**src/rtl/countdown_timer_pkg.sv**
```systemverilog
// countdown_timer_pkg: state encoding and default widths shared by the
// countdown timer top level and its prescaler.
package countdown_timer_pkg;

    // Default widths of the counter and of the prescale field
    localparam int DefaultSize          = 5;
    localparam int DefaultPrescaleWidth = 4;

    // State encoding constants
    localparam logic [1:0] STATE_IDLE   = 2'd0;
    localparam logic [1:0] STATE_ARMED  = 2'd1;
    localparam logic [1:0] STATE_RUN    = 2'd2;
    localparam logic [1:0] STATE_PAUSED = 2'd3;

    typedef enum logic [1:0] {
        IDLE   = STATE_IDLE,
        ARMED  = STATE_ARMED,
        RUN    = STATE_RUN,
        PAUSED = STATE_PAUSED
    } state_t;

endpackage

```
**src/rtl/countdown_prescaler.sv**
```systemverilog
// countdown_prescaler: phase counter that emits a tick every prescale+1
// unfrozen cycles. The prescale value and a phase clear are taken on load.
module countdown_prescaler
    import countdown_timer_pkg::*;
#(
    parameter int PrescaleWidth = DefaultPrescaleWidth
) (
    input  logic                     clock,
    input  logic                     reset,
    input  logic                     load,
    input  logic [PrescaleWidth-1:0] load_prescale,
    input  logic                     freeze,
    output logic                     tick
);

    logic [PrescaleWidth-1:0] prescale_reg;
    logic [PrescaleWidth-1:0] phase;

    // A tick is the last phase of a prescale period while running
    assign tick = !freeze && (phase == prescale_reg);

    // Capture the prescale on load; otherwise advance the phase unless frozen
    always_ff @(posedge clock) begin
        // NOTE: registers use non-blocking assignments so every flop samples pre-edge values.
        if (reset) begin
            prescale_reg <= '0;
            phase        <= '0;
        end else if (load) begin
            prescale_reg <= load_prescale;
            phase        <= '0;
        end else if (!freeze) begin
            phase <= tick ? '0 : phase + 1'b1;
        end
    end

endmodule

```
**src/rtl/countdown_timer.sv**
```systemverilog
// countdown_timer: loadable down counter with a prescaler, start/pause
// control and a one-cycle expired pulse when the count reaches zero.
// Optional feature macro: COUNTDOWN_TIMER_AUTORELOAD_EN -- reload the loaded
// value at every terminal tick and keep running instead of returning to IDLE.
module countdown_timer
    import countdown_timer_pkg::*;
#(
    parameter int Size          = DefaultSize,
    parameter int PrescaleWidth = DefaultPrescaleWidth
) (
    input  logic                     clock,
    input  logic                     reset,
    input  logic                     load_valid,
    output logic                     load_ready,
    input  logic [Size-1:0]          load_value,
    input  logic [PrescaleWidth-1:0] load_prescale,
    input  logic                     start,
    input  logic                     pause,
    output logic [Size-1:0]          count,
    output logic                     busy,
    output logic                     expired
);

    state_t state;
    logic   load_accept;
    logic   freeze;
    logic   tick;

`ifdef COUNTDOWN_TIMER_AUTORELOAD_EN
    logic [Size-1:0] reload_value;
`endif

    // Loads are only taken while the timer is not counting
    assign load_ready  = (state == IDLE) || (state == ARMED);
    assign load_accept = load_valid && load_ready;

    // The prescaler only advances while counting and not held by pause
    assign freeze = pause || !((state == RUN) || (state == PAUSED));

    countdown_prescaler #(
        .PrescaleWidth(PrescaleWidth)
    ) u_prescaler (
        .clock        (clock),
        .reset        (reset),
        .load         (load_accept),
        .load_prescale(load_prescale),
        .freeze       (freeze),
        .tick         (tick)
    );

`ifdef COUNTDOWN_TIMER_AUTORELOAD_EN
    // Remember the loaded value so every terminal tick can restart from it
    always_ff @(posedge clock) begin
        if (reset) begin
            reload_value <= '0;
        end else if (load_accept) begin
            reload_value <= load_value;
        end
    end
`endif

    // Control FSM with registered count, busy and expired outputs
    always_ff @(posedge clock) begin
        if (reset) begin
            state   <= IDLE;
            count   <= '0;
            busy    <= 1'b0;
            expired <= 1'b0;
        end else begin
            // NOTE: expired defaults low each edge so it is a single-cycle pulse.
            expired <= 1'b0;
            case (state)
                IDLE, ARMED: begin
                    if (load_valid) begin
                        // A load always wins over a coincident start
                        count <= load_value;
                        busy  <= 1'b0;
                        if (load_value == '0) begin
                            expired <= 1'b1;
                            state   <= IDLE;
                        end else begin
                            state <= ARMED;
                        end
                    end else if ((state == ARMED) && start) begin
                        state <= RUN;
                        busy  <= 1'b1;
                    end
                end
                RUN, PAUSED: begin
                    if (pause) begin
                        state <= PAUSED;
                    end else begin
                        // Leaving PAUSED resumes counting on the same edge
                        state <= RUN;
                        if (tick) begin
                            if (count > Size'(1)) begin
                                count <= count - 1'b1;
                            end else begin
                                expired <= 1'b1;
`ifdef COUNTDOWN_TIMER_AUTORELOAD_EN
                                count   <= reload_value;
`else
                                count   <= '0;
                                state   <= IDLE;
                                busy    <= 1'b0;
`endif
                            end
                        end
                    end
                end
                default: begin
                    state <= IDLE;
                    busy  <= 1'b0;
                end
            endcase
        end
    end

endmodule

```
**config.mk**
```make
export PLATFORM = sky130hd
export DESIGN_NAME = countdown_timer
export DESIGN_NICKNAME = d
export VERILOG_FILES = /design/src/rtl/countdown_timer_pkg.sv /design/src/rtl/countdown_prescaler.sv /design/src/rtl/countdown_timer.sv
export SDC_FILE = /design/constraint.sdc
export NUM_CORES = 1
export LEC_CHECK = 0
export CORE_MARGIN = 2
export CORE_UTILIZATION = 48
export CTS_CLUSTER_DIAMETER = 60
export DETAILED_ROUTE_END_ITERATION = 6
export GPL_TIMING_DRIVEN = 0
export HOLD_SLACK_MARGIN = 0.05
export MAX_ROUTING_LAYER = met4
export PLACE_DENSITY = 0.75
export SYNTH_ARGS = -nofsm -noshare
export SYNTH_HDL_FRONTEND = slang
export SYNTH_HIERARCHICAL = 1
export SYNTH_SLANG_ARGS = --single-unit
export TNS_END_PERCENT = 30
```
**constraint.sdc**
```tcl
create_clock -name clock -period 1.92 [get_ports clock]
set_input_delay 0.384 -clock clock [delete_from_list [all_inputs] [get_ports clock]]
set_output_delay 0.384 -clock clock [all_outputs]
set_load 0.05 [all_outputs]
```
### After elaboration in Yosys (flattened, before gate mapping)

Cells that the tools add are included.

| storage, ports and cells | value |
|---|---|
| register bits | 17 |
| input port bits | 14 |
| output and inout port bits | 8 |
| logic and storage cells | 58 |

| cells by class | value |
|---|---|
| add/subtract/negate cells | 2 |
| order comparisons | 1 |
| eq/ne operators | 9 |
| mux-type cells | 25 |
| reduce and logical (&&, ||, !) cells | 15 |

Operator list:

| cell | number |
|---|---|
| two-way mux 5 bit | 4 |
| two-way mux 1 bit | 11 |
| two-way mux 2 bit | 5 |
| case mux 5 bit (2 select lines) | 1 |
| inequality test 2 bit (second input constant) | 3 |
| OR reduction 2 bit | 3 |
| > comparator 5 x 1 -> 1 bit (second input constant) | 1 |
| zero test 5 bit | 1 |
| subtractor 5 x 1 -> 5 bit (second input constant) | 1 |
| adder 4 x 1 -> 4 bit (second input constant) | 1 |
| equality test 2 bit (second input constant) | 2 |
| equality test 4 bit | 1 |
| two-way mux 4 bit | 1 |
| case mux 1 bit (2 select lines) | 2 |
| case mux 2 bit (2 select lines) | 1 |
| AND reduction 4 bit | 1 |
| logical AND 1 bit | 3 |
| logical OR 1 bit | 3 |
| inequality test 3 bit (second input constant) | 1 |
| AND reduction 3 bit | 1 |
| equality test 2 x 1 -> 1 bit (second input constant) | 1 |
| zero test 1 bit | 2 |
| zero test 2 bit | 1 |
| inequality test 2 x 1 -> 1 bit (second input constant) | 1 |

### Longest topological paths before layout

| logic depth | value |
|---|---|
| word-level depth | 9 |
| gate-level depth with buffers | 6 |
| gate-level depth less buffers | 6 |

### By module

The synthesis kept the hierarchy.

By module, submodules not included:

| module | instances | cells each | area an instance (um^2) | sequential area each (um^2) |
|---|---|---|---|---|
| countdown_timer | 1 | 63 | 564.3 | 180.2 |
| countdown_prescaler | 1 | 37 | 389.1 | 160.2 |

### Worst setup path before layout

OpenSTA, ideal clock, no wires.

| timing | value |
|---|---|
| path type | flip-flop to flip-flop |
| start | register count[0] |
| end | register count[4] |
| setup time | 0.091 ns |
| arrival time | 1.598 ns |
| data required time | 1.829 ns |
| slack | 0.231 ns |
| stages on the path, launching flop included | 6 |
| path buffers | 0 |
| period minus slack after synthesis | 1.689 ns |
| path through | dfxtp_1 inv_1 ha_1 nor3b_1 nand3b_1 a311oi_1 |

| between the ends | value |
|---|---|
| longest elaborated chain between the ends | 5 |
| elaborated cells between the ends (all ways) | 6 |
| those cells by class | 1 x add/sub; 1 x order compare; 4 x mux |

RTL lines:

| element | line | RTL |
|---|---|---|
| start: declaration | countdown_timer.sv:19 | `output logic [Size-1:0] count,` |
| start signal: assignment | countdown_timer.sv:76 | `count <= load_value;` |
| start signal: assignment | countdown_timer.sv:97 | `count <= count - 1'b1;` |
| subtractor 5 x 1 -> 5 bit or > comparator 5 x 1 -> 1 bit (tied branches) | countdown_timer.sv:97, countdown_timer.sv:96 |  |
| two-way mux 5 bit (*) | countdown_timer.sv:96 | `if (count > Size'(1)) begin` |
| two-way mux 5 bit (*) | countdown_timer.sv:95 | `if (tick) begin` |
| two-way mux 5 bit (*) | countdown_timer.sv:90 | `if (pause) begin` |
| case mux 5 bit (2 select lines) (*) | countdown_timer.sv:72 | `case (state)` |

Mark *: on every way between the ends. The rest lies on a longest branch, timed or not. The select of a mux whose other input is x is not followed.
A chain may end at the register's enable or synchronous reset.

### Worst setup path after layout

| timing | value |
|---|---|
| start | register busy |
| end | output port busy |

RTL lines:

| element | line | RTL |
|---|---|---|
| start: declaration | countdown_timer.sv:20 | `output logic busy,` |
| start signal: assignment | countdown_timer.sv:67 | `busy <= 1'b0;` |
| start signal: assignment | countdown_timer.sv:77 | `busy <= 1'b0;` |
| start signal: assignment | countdown_timer.sv:86 | `busy <= 1'b1;` |

No word-level cell between the ends.

==> impl_metrics.env <==
export IMPL_port_buffers=20
export IMPL_final_common_cell="dfxtp_1"
export IMPL_crit_path_start_kind="register"
export IMPL_crit_fanout=2
export IMPL_dp_hpwl_um=1570
export IMPL_syn2layout_area_growth_pct=28.1
export IMPL_yosysUniqueCellTypes=39
export IMPL_instances_no_fill=152
export IMPL_drt_iter0_drc=15
export IMPL_synth_seq_area_share=0.357
export IMPL_max_stage_delay_ns=0.80
export IMPL_slew_headroom=0.666
export IMPL_cts_buffers=3
export IMPL_crit_arrival_ns=1.43
export IMPL_wl_per_cell_um=13.0
export IMPL_worst_slew_pin_slew_ns=0.500
export IMPL_mostFrequentLayoutCells="dfxtp_1 (17), clkdlybuf4s50_1 (14), nor3_1 (6)"
export IMPL_ys_ff_latch=17
export IMPL_p_per_area_nw_per_um2=638
export IMPL_synth_async_reset_ratio=0
export IMPL_maxCapViolations=0
export IMPL_synth_edff_count=0
export IMPL_hold_buffers=0
export IMPL_std_cell_rows=16
export IMPL_postRouteAntennaNets=0
export IMPL_grt_pass1_wl_um=3520
export IMPL_clock_skew_ns=0.00244
export IMPL_drcViolationCount=0
export IMPL_max_freq_ghz=0.553
export IMPL_die_h_um=48.6
export IMPL_endpoint="busy"
export IMPL_r2r_start="u_prescaler/phase[2]"
export IMPL_cts_sinks=17
export IMPL_drive_gt1_frac=0.168
export IMPL_max_vdd_ir_drop_mv=0.456
export IMPL_leakage_nw=0.480
export IMPL_critPathBufInv=1
export IMPL_cts_tree="yes"
export IMPL_path_delay_family="buffers and inverters"
export IMPL_worst_setup_path_type="reg2out"
export IMPL_grt_pass1_vias=816
export IMPL_antenna_found_initial=0
export IMPL_post_route_period_util=0.943
export IMPL_syn_nets=117
export IMPL_dp_cells=147
export IMPL_core_area_um2=1920
export IMPL_yosysWarnings=6
export IMPL_crit_chain="clkdlybuf4s50_1"
export IMPL_finalCriticalPeriod_ns=1.81
export IMPL_synth_main_ff_cell="dfxtp_1"
export IMPL_ioPinCount=22
export IMPL_required_ns=1.54
export IMPL_cpMaxStageDelayCell="clkdlybuf4s50_1"
export IMPL_fin_nets=143
export IMPL_gp_congestion=0.866
export IMPL_die_x_um=48.6
export IMPL_grt_max_degree=11
export IMPL_vias=841
export IMPL_dieArea_um2=2360
export IMPL_worst_path_stages=1
export IMPL_critPathLaunch="busy"
export IMPL_netlist_area_um2=953
export IMPL_first_pass_iters=4
export IMPL_syn_instance_count=100
export IMPL_overflow=0
export IMPL_setup_viol=0
export IMPL_track_usage=0.191
export IMPL_cts_max_level=1
export IMPL_r2r_setup_slack_ns=0.24
export IMPL_hold_viol=0
export IMPL_clock_path_buffers=2
export IMPL_drv_slew=0
export IMPL_hold_class="in2reg"
export IMPL_diodes=0
export IMPL_clk_pin_slew_ns=0.10
export IMPL_fillers=174
export IMPL_preCtsSetupSlack_ns=-0.375
export IMPL_start_util=0.496
export IMPL_reg2regPathDepth=6
export IMPL_status="finished clean"
export IMPL_viasPerCell=5.53
export IMPL_fin_ws_ns=0.110
export IMPL_endpoint_kind="output pin"
export IMPL_wirelength_um=1980
export IMPL_clk_latency_ns=0.29
export IMPL_cts_root_buf="clkbuf_4"
export IMPL_synth_avg_cell_area_um2=9.53
export IMPL_largest_reg_flops=5
export IMPL_timing_rr_end="count[2]"
[what timing repair did]
action                                  CTS  global route
resized for setup                         6             4
buffers inserted                          0             1
hold endpoints to repair                  0             0
endpoints found under the setup margin   13            10
[power by group]
part	total [mW]	internal, mW	switching, mW	leakage [nW]
Clock	0.192	0.0775	0.115	0.0177
Combinational	0.198	0.0867	0.111	0.323
Sequential	0.389	0.371	0.0181	0.139
Total	0.779	0.535	0.244	0.480
[Yosys cell counts, types with 2 or more instances]
| cell type | number | area [um^2] |
|---|---|---|
| a2111oi_1 | 2 | 20.0 |
| ha_1 | 3 | 37.5 |
| o211ai_1 | 2 | 15.0 |
| inv_1 | 4 | 15.0 |
| nand3b_1 | 3 | 22.5 |
| xor2_1 | 2 | 17.5 |
| dfxtp_1 | 17 | 340 |
| a211oi_1 | 2 | 15.0 |
| nor3_2 | 2 | 20.0 |
| xnor2_1 | 4 | 35.0 |
| a21oi_1 | 3 | 15.0 |
| nor3_1 | 6 | 30.0 |
| nor2_1 | 5 | 18.8 |
| mux2i_1 | 5 | 50.1 |
| nand4b_1 | 3 | 26.3 |
| buf_4 | 2 | 15.0 |
| o21ai_0 | 5 | 25.0 |
| nor2b_1 | 2 | 12.5 |
| nand2_1 | 4 | 15.0 |
| nand2b_1 | 2 | 12.5 |
| a311oi_1 | 4 | 35.0 |
[metal layers]
layer	GRT usage	routed length, um
met1	0.256	971
met3	0.0278	65
met5	-	0
met2	0.301	926
met4	0.0571	19
[cell type report]
| cell class | instances | area [um^2] | share of cell area |
|---|---|---|---|
| clock inverter | 1 | 5.00 | 0.00410 |
| timing repair buffer | 21 | 200 | 0.164 |
| clock buffer | 3 | 22.5 | 0.0184 |
| buffer | 4 | 23.8 | 0.0195 |
| tap | 27 | 33.8 | 0.0277 |
| sequential | 17 | 340 | 0.279 |
| multi-input combinational | 74 | 577 | 0.472 |
| inverter | 5 | 18.8 | 0.0154 |
[cells by family (layout without fill, tap and decap cells)]
kind of cell	count (synthesis)	in the layout	share of synthesized area
DFF	17	17	0.357
muxes	5	5	0.0525
buffers and inverters	9	34	0.0446
xor gates and xnor gates	6	6	0.0551
and+or+nand+nor	36	36	0.255
adders and majority gates	3	3	0.0394
AOI/OAI and AO/OA	24	24	0.197
[worst min-delay path by stage]
stage	from	end	slack, ns	cells past startpoint
after floorplan	u_prescaler/prescale_reg[0]	u_prescaler/prescale_reg[0]	0.47	2
after global placement	u_prescaler/prescale_reg[0]	u_prescaler/prescale_reg[0]	0.49	2
after detailed placement	u_prescaler/prescale_reg[0]	u_prescaler/prescale_reg[0]	0.50	2
after CTS	reset	count[4]	0.32	2
after global routing	reset	count[3]	0.32	2
final	reset	count[1]	0.32	2
[through the flow]
stage          power, mW  cell area [um^2]  setup TNS (ns)   util  hold WS (ns)
2_1_floorplan      0.527               953               0      -         0.469
3_3_place_gp       0.594              1190           -2.94  0.618         0.487
3_5_place_dp       0.600              1190           -2.92  0.618         0.495
4_1_cts            0.786              1210               0  0.631         0.318
5_1_grt            0.822              1220        -0.00843  0.635         0.324
6_report           0.779              1220               0  0.635         0.322
[worst reg2reg max path: cells and delay by family (launching register included)]
family | cells | cell delay [ns]
XOR/XNOR | 1 | 0.15
AND/OR/NAND/NOR | 3 | 0.50
flip-flops | 1 | 0.41
AO/OA/AOI/OAI | 2 | 0.54
No activity file was read; power rests on OpenSTA's default activity.
